**src/rtl/hwpe_ctrl_offloader_if.sv**
```systemverilog
// Peripheral register bus between the offloader (master) and an HWPE control slave.
interface hwpe_ctrl_offloader_if #(
  parameter int unsigned ID_WIDTH = 8
);
  logic                req;
  logic                gnt;
  logic [31:0]         add;
  logic                wen;
  logic [3:0]          be;
  logic [31:0]         data;
  logic [ID_WIDTH-1:0] id;
  logic                r_valid;
  logic [31:0]         r_data;
  logic [ID_WIDTH-1:0] r_id;

  modport master (
    output req, add, wen, be, data, id,
    input  gnt, r_valid, r_data, r_id
  );

  modport slave (
    input  req, add, wen, be, data, id,
    output gnt, r_valid, r_data, r_id
  );
endinterface

```
**src/rtl/hwpe_ctrl_offloader.sv**
```systemverilog
// HWPE control offloader: acquires a context, writes job registers, triggers,
// then waits for the accelerator done event before reporting completion.
module hwpe_ctrl_offloader #(
  parameter int unsigned         N_JOB_REGS = 48,
  parameter int unsigned         ID_WIDTH   = 8,
  parameter logic [ID_WIDTH-1:0] PERIPH_ID  = '0,
  parameter int unsigned         RETRY_WAIT = 16,
  parameter logic [31:0]         BASE_ADDR  = 32'h0
) (
  input  logic                    clk_i,
  input  logic                    rst_i,
  input  logic                    job_valid_i,
  output logic                    job_ready_o,
  input  logic [5:0]              job_nb_regs_i,
  input  logic [N_JOB_REGS*32-1:0] job_regs_i,
  output logic                    done_o,
  output logic [2:0]              done_ctx_o,
  output logic                    busy_o,
  input  logic                    evt_i,
  hwpe_ctrl_offloader_if.master   periph
);

  typedef enum logic [3:0] {
    IDLE, ACQ_REQ, ACQ_RSP, BACKOFF, WR_REQ, WR_RSP,
    TRIG_REQ, TRIG_RSP, WAIT_EVT, DONE
  } state_e;

  state_e                  state_q, state_d;
  logic [N_JOB_REGS*32-1:0] regs_q;
  logic [5:0]              nb_q;
  logic [5:0]              k_q;
  logic [2:0]              ctx_q;
  logic [31:0]             bo_cnt_q;
  logic                    evt_seen_q;
  logic                    job_ready_q;
  logic                    rsp_ok;
  logic                    hs;
  logic [31:0]             wr_data;
  logic                    unused_rdata;

  assign rsp_ok       = periph.r_valid && (periph.r_id == PERIPH_ID);
  assign hs           = job_valid_i && job_ready_q;
  assign unused_rdata = ^periph.r_data[30:3];

  // State register and job datapath
  always_ff @(posedge clk_i) begin
    if (rst_i) begin
      state_q     <= IDLE;
      job_ready_q <= 1'b0;
      regs_q      <= '0;
      nb_q        <= '0;
      k_q         <= '0;
      ctx_q       <= '0;
      bo_cnt_q    <= '0;
      evt_seen_q  <= 1'b0;
    end else begin
      state_q     <= state_d;
      job_ready_q <= (state_d == IDLE);
      if (hs) begin
        regs_q <= job_regs_i;
        nb_q   <= (job_nb_regs_i > 6'(N_JOB_REGS)) ? 6'(N_JOB_REGS) : job_nb_regs_i;
      end
      if (state_q == ACQ_RSP && rsp_ok && !periph.r_data[31])
        ctx_q <= periph.r_data[2:0];
      if (state_q == ACQ_RSP)
        k_q <= '0;
      else if (state_q == WR_RSP && rsp_ok)
        k_q <= k_q + 6'd1;
      if (state_q == BACKOFF)
        bo_cnt_q <= bo_cnt_q + 32'd1;
      else
        bo_cnt_q <= '0;
      // sticky event window opens at the trigger grant, so an early evt is not lost
      if (state_d == TRIG_REQ && state_q != TRIG_REQ)
        evt_seen_q <= 1'b0;
      else if (evt_i && ((state_q == TRIG_REQ && periph.gnt) ||
                         state_q == TRIG_RSP || state_q == WAIT_EVT))
        evt_seen_q <= 1'b1;
    end
  end

  // Next-state logic
  always_comb begin
    state_d = state_q;
    case (state_q)
      IDLE:     if (hs) state_d = ACQ_REQ;
      ACQ_REQ:  if (periph.gnt) state_d = ACQ_RSP;
      ACQ_RSP:
        if (rsp_ok) begin
          if (periph.r_data[31])  state_d = BACKOFF;
          else if (nb_q != 6'd0)  state_d = WR_REQ;
          else                    state_d = TRIG_REQ;
        end
      BACKOFF:  if (bo_cnt_q == RETRY_WAIT - 1) state_d = ACQ_REQ;
      WR_REQ:   if (periph.gnt) state_d = WR_RSP;
      WR_RSP:
        if (rsp_ok) state_d = (k_q == nb_q - 6'd1) ? TRIG_REQ : WR_REQ;
      TRIG_REQ: if (periph.gnt) state_d = TRIG_RSP;
      TRIG_RSP: if (rsp_ok) state_d = WAIT_EVT;
      WAIT_EVT: if (evt_seen_q || evt_i) state_d = DONE;
      DONE:     state_d = IDLE;
      default:  state_d = IDLE;
    endcase
  end

  // Output decode from the registered state
  always_comb begin
    wr_data = '0;
    for (int unsigned i = 0; i < N_JOB_REGS; i++)
      if (k_q == 6'(i)) wr_data = regs_q[32*i +: 32];

    periph.req  = 1'b0;
    periph.add  = '0;
    periph.wen  = 1'b0;
    periph.be   = 4'hF;
    periph.data = '0;
    periph.id   = PERIPH_ID;
    done_o      = 1'b0;
    done_ctx_o  = '0;
    busy_o      = (state_q != IDLE);
    job_ready_o = job_ready_q;
    case (state_q)
      ACQ_REQ: begin
        periph.req = 1'b1;
        periph.wen = 1'b1;
        periph.add = BASE_ADDR + 32'h4;
      end
      WR_REQ: begin
        periph.req  = 1'b1;
        periph.add  = BASE_ADDR + 32'h20 + {24'b0, k_q, 2'b00};
        periph.data = wr_data;
      end
      TRIG_REQ: begin
        periph.req = 1'b1;
        periph.add = BASE_ADDR;
      end
      DONE: begin
        done_o     = 1'b1;
        done_ctx_o = ctx_q;
      end
      default: ;
    endcase
  end

endmodule

```
**src/flat_wrapper.sv**
```systemverilog
// flat-port wrapper written by rule: the top's interface ports become plain ports
module hwpe_ctrl_offloader_flat 
#(
  parameter int unsigned         N_JOB_REGS = 48,
  parameter int unsigned         ID_WIDTH   = 8,
  parameter logic [ID_WIDTH-1:0] PERIPH_ID  = '0,
  parameter int unsigned         RETRY_WAIT = 16,
  parameter logic [31:0]         BASE_ADDR  = 32'h0
)
  (clk_i, rst_i, job_valid_i, job_ready_o, job_nb_regs_i, job_regs_i, done_o, done_ctx_o, busy_o, evt_i, periph_req, periph_add, periph_wen, periph_be, periph_data, periph_id, periph_gnt, periph_r_valid, periph_r_data, periph_r_id);
  hwpe_ctrl_offloader_if #(.ID_WIDTH(ID_WIDTH)) periph_i ();
  input  logic clk_i;
  input  logic rst_i;
  input  logic job_valid_i;
  output logic job_ready_o;
  input  logic [5:0] job_nb_regs_i;
  input  logic [N_JOB_REGS*32-1:0] job_regs_i;
  output logic done_o;
  output logic [2:0] done_ctx_o;
  output logic busy_o;
  input  logic evt_i;
  output wire logic [$bits(periph_i.req)-1:0] periph_req;
  output wire logic [$bits(periph_i.add)-1:0] periph_add;
  output wire logic [$bits(periph_i.wen)-1:0] periph_wen;
  output wire logic [$bits(periph_i.be)-1:0] periph_be;
  output wire logic [$bits(periph_i.data)-1:0] periph_data;
  output wire logic [$bits(periph_i.id)-1:0] periph_id;
  input wire logic [$bits(periph_i.gnt)-1:0] periph_gnt;
  input wire logic [$bits(periph_i.r_valid)-1:0] periph_r_valid;
  input wire logic [$bits(periph_i.r_data)-1:0] periph_r_data;
  input wire logic [$bits(periph_i.r_id)-1:0] periph_r_id;
  assign periph_req = periph_i.req;
  assign periph_add = periph_i.add;
  assign periph_wen = periph_i.wen;
  assign periph_be = periph_i.be;
  assign periph_data = periph_i.data;
  assign periph_id = periph_i.id;
  assign periph_i.gnt = periph_gnt;
  assign periph_i.r_valid = periph_r_valid;
  assign periph_i.r_data = periph_r_data;
  assign periph_i.r_id = periph_r_id;
  hwpe_ctrl_offloader #(.N_JOB_REGS(N_JOB_REGS), .ID_WIDTH(ID_WIDTH), .PERIPH_ID(PERIPH_ID), .RETRY_WAIT(RETRY_WAIT), .BASE_ADDR(BASE_ADDR)) u_core (.clk_i(clk_i), .rst_i(rst_i), .job_valid_i(job_valid_i), .job_ready_o(job_ready_o), .job_nb_regs_i(job_nb_regs_i), .job_regs_i(job_regs_i), .done_o(done_o), .done_ctx_o(done_ctx_o), .busy_o(busy_o), .evt_i(evt_i), .periph(periph_i));
endmodule
```
**config.mk**
```make
export PLATFORM = sky130hd
export DESIGN_NAME = hwpe_ctrl_offloader_flat
export DESIGN_NICKNAME = d
export VERILOG_FILES = /design/src/rtl/hwpe_ctrl_offloader_if.sv /design/src/rtl/hwpe_ctrl_offloader.sv /design/src/flat_wrapper.sv
export SDC_FILE = /design/constraint.sdc
export NUM_CORES = 2
export LEC_CHECK = 0
export BUFFER_PORTS_ARGS = -buffer_cell sky130_fd_sc_hd__buf_4
export CORE_AREA = 2 2 653 655
export CTS_CLUSTER_DIAMETER = 40
export DETAILED_ROUTE_END_ITERATION = 10
export DIE_AREA = 0 0 655 657
export GPL_TIMING_DRIVEN = 0
export PLACE_DENSITY = 0.32
export SLEW_MARGIN = 20
export SYNTH_ARGS = -nofsm -noshare
export SYNTH_HDL_FRONTEND = slang
export SYNTH_SLANG_ARGS = --single-unit
```
**constraint.sdc**
```tcl
create_clock -name clk_i -period 3.62 [get_ports clk_i]
set_clock_uncertainty 0.1 [all_clocks]
set_input_delay 0 -clock clk_i [delete_from_list [all_inputs] [get_ports clk_i]]
set_output_delay 0 -clock clk_i [all_outputs]
set_load 0.05 [all_outputs]
```
==> key figures <==
Logic synthesis
  • Synth Instances: 9305
  • Post-Syn Area: 0.06866 mm²
  • Adder-cell share of the synthesized area: 0.1276%
  • Post-synthesis simple-gate area fraction: 24.10%
  • Synth area leader: dfxtp_1
  • Top_reg_cell synth: dfxtp_1
  • Synth cell types: 104
  • Compound-Gate Fraction of Synth Area: 23.93%
  • Area contributors post-synth: dfxtp_1 (46%), nand2_1 (18%), a21oi_1 (13%), clkbuf_1 (3.4%), a221oi_1 (2.0%)
  • Post-Synth XOR/XNOR Area: 0.5358%
  • Post-synth EDFFs: 0
  • Most frequent cells after synthesis: nand2_1 (3384), a21oi_1 (1718), dfxtp_1 (1589)
  • Seq/Total Area, Yosys: 46.33%
  • Ys Warns: 0
  • Area fraction of the dominant cell type after synthesis: 46.33%
  • Synth async-reset ratio: 0%
  • Combinational family with the most area after synthesis: simple AND/OR/NAND/NOR gates
  • Most numerous cell in the Yosys netlist: nand2_1
  • Post-synthesis mux area share: 0.04556%
  • Avg Cell Area, Syn: 7.379 µm²
  • Register bit count reported by yosys: 1589

Flow run
  • Number of max-cap violations: 1

Drt
  • Post-DR vias/cell: 4.718
  • WL/cell: 34.40 µm
  • Detailed Route Iter0 Violations: 9102
  • Residual antenna-violating net count after detailed routing: 0
  • DRT Pass-1 Iters: 9
  • DRC viols: 0
  • WL final: 720000 µm
  • Routed vias: 98740

STA
  • Final worst path period need: 5.331 ns
  • Worst slew pin tran: 1.521 ns
  • FMAX: 187.6 MHz
  • Final setup vio count: 32
  • Slew Viols, Final: 2
  • Unrepaired setup endpoints after global routing: true
  • Slew HR: -2.472%
  • Final worst slack: -1.711 ns
  • Period utilisation layout: 147.3%
  • Final Hold Violating Endpoints: 0
  • Final Hold Slack: 0.02565 ns

Pwr
  • Leakage: 56.09 nW
  • Peak VDD IR: 352.5 µV
  • PwrDens: 451.0 mW/mm²
  • Overall power: 65.15 mW

GRT
  • Gr ovfl total: 0
  • Largest net degree at the start of global routing: 16
  • GRT Util Overall: 31.92%
  • Vias in the first global route: 98416
  • Antenna violations before repair: 139
  • Global-route wire length before repair: 917000 µm

Hold path
  • HP Start: periph_r_id[7]
  • Hold depth: 9
  • Worst Hold Class: in2reg
  • WHS Endpoint: u_core.job_ready_o$_SDFF_PP0_

Clocking
  • H-tree levels: 5
  • Total CTS buffers: 371
  • Clk pin slew, worst setup/hold paths: 0.04 ns
  • Clock tree sinks: 1589
  • CTS tree: done
  • Root buf cell: clkbuf_16
  • Clock Latency Late Sink: 0.96 ns
  • Max Root-Sink Buffers: 4

Floorplan
  • Die Y: 657 µm
  • Die Area: 0.4303 mm²
  • Initial Utilization: 16.24%
  • Die W: 655 µm
  • Row Count: 239
  • Core footprint: 0.4228 mm²
  • I/O pins: 1672

Critical path
  • CP Launch Type: flop
  • Worst Path Required: 3.52 ns
  • Critical Path Sink Type: primary output
  • Worst Path Max Fanout: 10
  • Crit path DAT: 5.23 ns
  • R2R cell count: 7
  • R2R Path Start: u_core.job_ready_o$_SDFF_PP0_
  • Crit-path slowest cell: o211ai_1
  • Crit Path Category: reg2out
  • Flop2flop setup slack: 0.01 ns
  • Cell mode on critical path: buf_12
  • R2r endpoint: u_core.regs_q[1056]$_SDFFE_PP0P_
  • Max stage delay on crit path: 1.06 ns
  • CP cell instances: buf_12 -> ha_4 -> buf_12 -> buf_4 -> buf_12 -> or2_4 -> buf_12 -> nand2_4 -> buf_12 -> nand4_1 -> buf_6 -> a311oi_1 -> o311ai_1 -> o211ai_1 -> a31oi_4 -> buf_6

Cells and area
  • Layout area overhead: 110.4%
  • Share of cells above drive strength 1: 23.49%
  • Final Util: 34.17%
  • Nets: 16475

Placement
  • Post-DP HPWL: 589800 µm
  • Number of port buffers: 1605
  • GPL Wtd Cong: 0.9538

Outcome
  • Status: finished with violations
  • Failing checks: capacitance limit, slew limit, setup timing
[flip-flops by register name, indices dropped and copies added (netlist names)]
name and cells:
u_core.state_q 4, u_core.regs_q 1536, u_core.nb_q 6, u_core.k_q 6, u_core.bo_cnt_q 32, u_core.evt_seen_q 1
u_core.ctx_q 3, u_core.job_ready_o 1
[metrics by stage]
step	instances	area (µm²)	TNS [ns]	worst slack [ns]
after CTS	20707	141300	-45.52	-1.630
after floorplan	9340	68800	0	0.001396
after detailed placement	16701	89630	-135.38	-4.602
after global routing	20892	144400	-43.84	-1.603
final	20927	144500	-44.58	-1.711
after global placement	16608	87940	-2907.76	-9.564
[how the worst max path moves through the flow]
stage                                           from         endpoint  slack, ns  depth (start not counted)
after floorplan           u_core.k_q[0]$_SDFFE_PP0P_  periph_data[27]      0.001                         10
after global placement    u_core.k_q[0]$_SDFFE_PP0P_  periph_data[25]      -9.56                         12
after detailed placement  u_core.k_q[1]$_SDFFE_PP0P_  periph_data[11]      -4.60                         16
after CTS                 u_core.k_q[2]$_SDFFE_PP0P_   periph_data[0]      -1.63                         12
after global routing      u_core.k_q[1]$_SDFFE_PP0P_  periph_data[17]      -1.60                         15
final                     u_core.k_q[1]$_SDFFE_PP0P_   periph_data[9]      -1.71                         16
[critical path, delay by kind of cell, from the launching register on]
family,cells,cell delay (ns)
compound gates,4,1.82
fa+ha+maj,1,0.17
buf+inv,8,1.37
flops,1,0.38
simple gates,3,0.52
[power by group]
part	switching (mW)	internal (mW)
sequential	1.09	18.6
combinational	4.72	4.38
clock	12.0	24.4
total	17.8	47.3
[kinds of logic (layout without fill, tap and decap cells)]
group,after synthesis,in the layout
AOI/OAI and AO/OA,2756,2756
xor gates and xnor gates,42,42
adders and majority gates,7,7
buffers and inverters,799,6646
DFF,1589,1589
muxes,3,3
other,2,114
and+or+nand+nor,4107,4107
[per-layer routing]
metal | GRT usage [%] | part of all wire (%) | wire, µm | vias up
met2 | 54.46 | 47 | 341800 | 4932
met5 | 0 | 0.052 | 377 | -
met3 | 4.702 | 6.1 | 43570 | 1486
met4 | 20.36 | 7.7 | 55330 | 56
met1 | 37.24 | 39 | 278900 | 48840
li1 | - | - | - | 43426
[cells in the final DEF (no fill, tap or decap), types with 33 or more instances in the layout]
cell type / instances
a21oi_2: 33
o221ai_1: 48
a22oi_1: 60
dlygate4sd3_1: 3194
a21oi_1: 1660
nand2_2: 33
clkbuf_1: 546
o211ai_1: 52
buf_4: 1884
bufinv_16: 56
clkinv_2: 54
clkbuf_2: 43
clkbuf_16: 384
buf_12: 79
clkinvlp_4: 34
nor2_4: 66
buf_6: 93
dfxtp_1: 1583
nor3_1: 34
nand2_1: 3330
clkbuf_4: 37
a221oi_2: 35
diode_2: 77
nor2_1: 240
a221oi_1: 89
a221o_1: 47
nand3_1: 63
a221oi_4: 35
o21ai_0: 106
buf_8: 41
clkbuf_8: 76
conb_1: 37
o22ai_1: 128
[layout make-up]
class	count	area, µm²
inverter	20	105.1
clock buffer	491	10510
buffer	769	4657
antenna	77	192.7
multi-input combinational	6952	39040
timing repair buffer	5177	48150
sequential	1589	31830
clock inverter	189	2895
fill	43976	278400
tap	5663	7086
[timing repair]
item,4_1_cts,5_1_grt
endpoints found under the setup margin,353,37
resized for setup,1199,363
buffers inserted,141,141
hold buffers,3191,3
hold endpoints to repair,1557,2
pin swaps,177,167
gates cloned,4,2
Note: power is estimated with default switching activity, not from simulation.
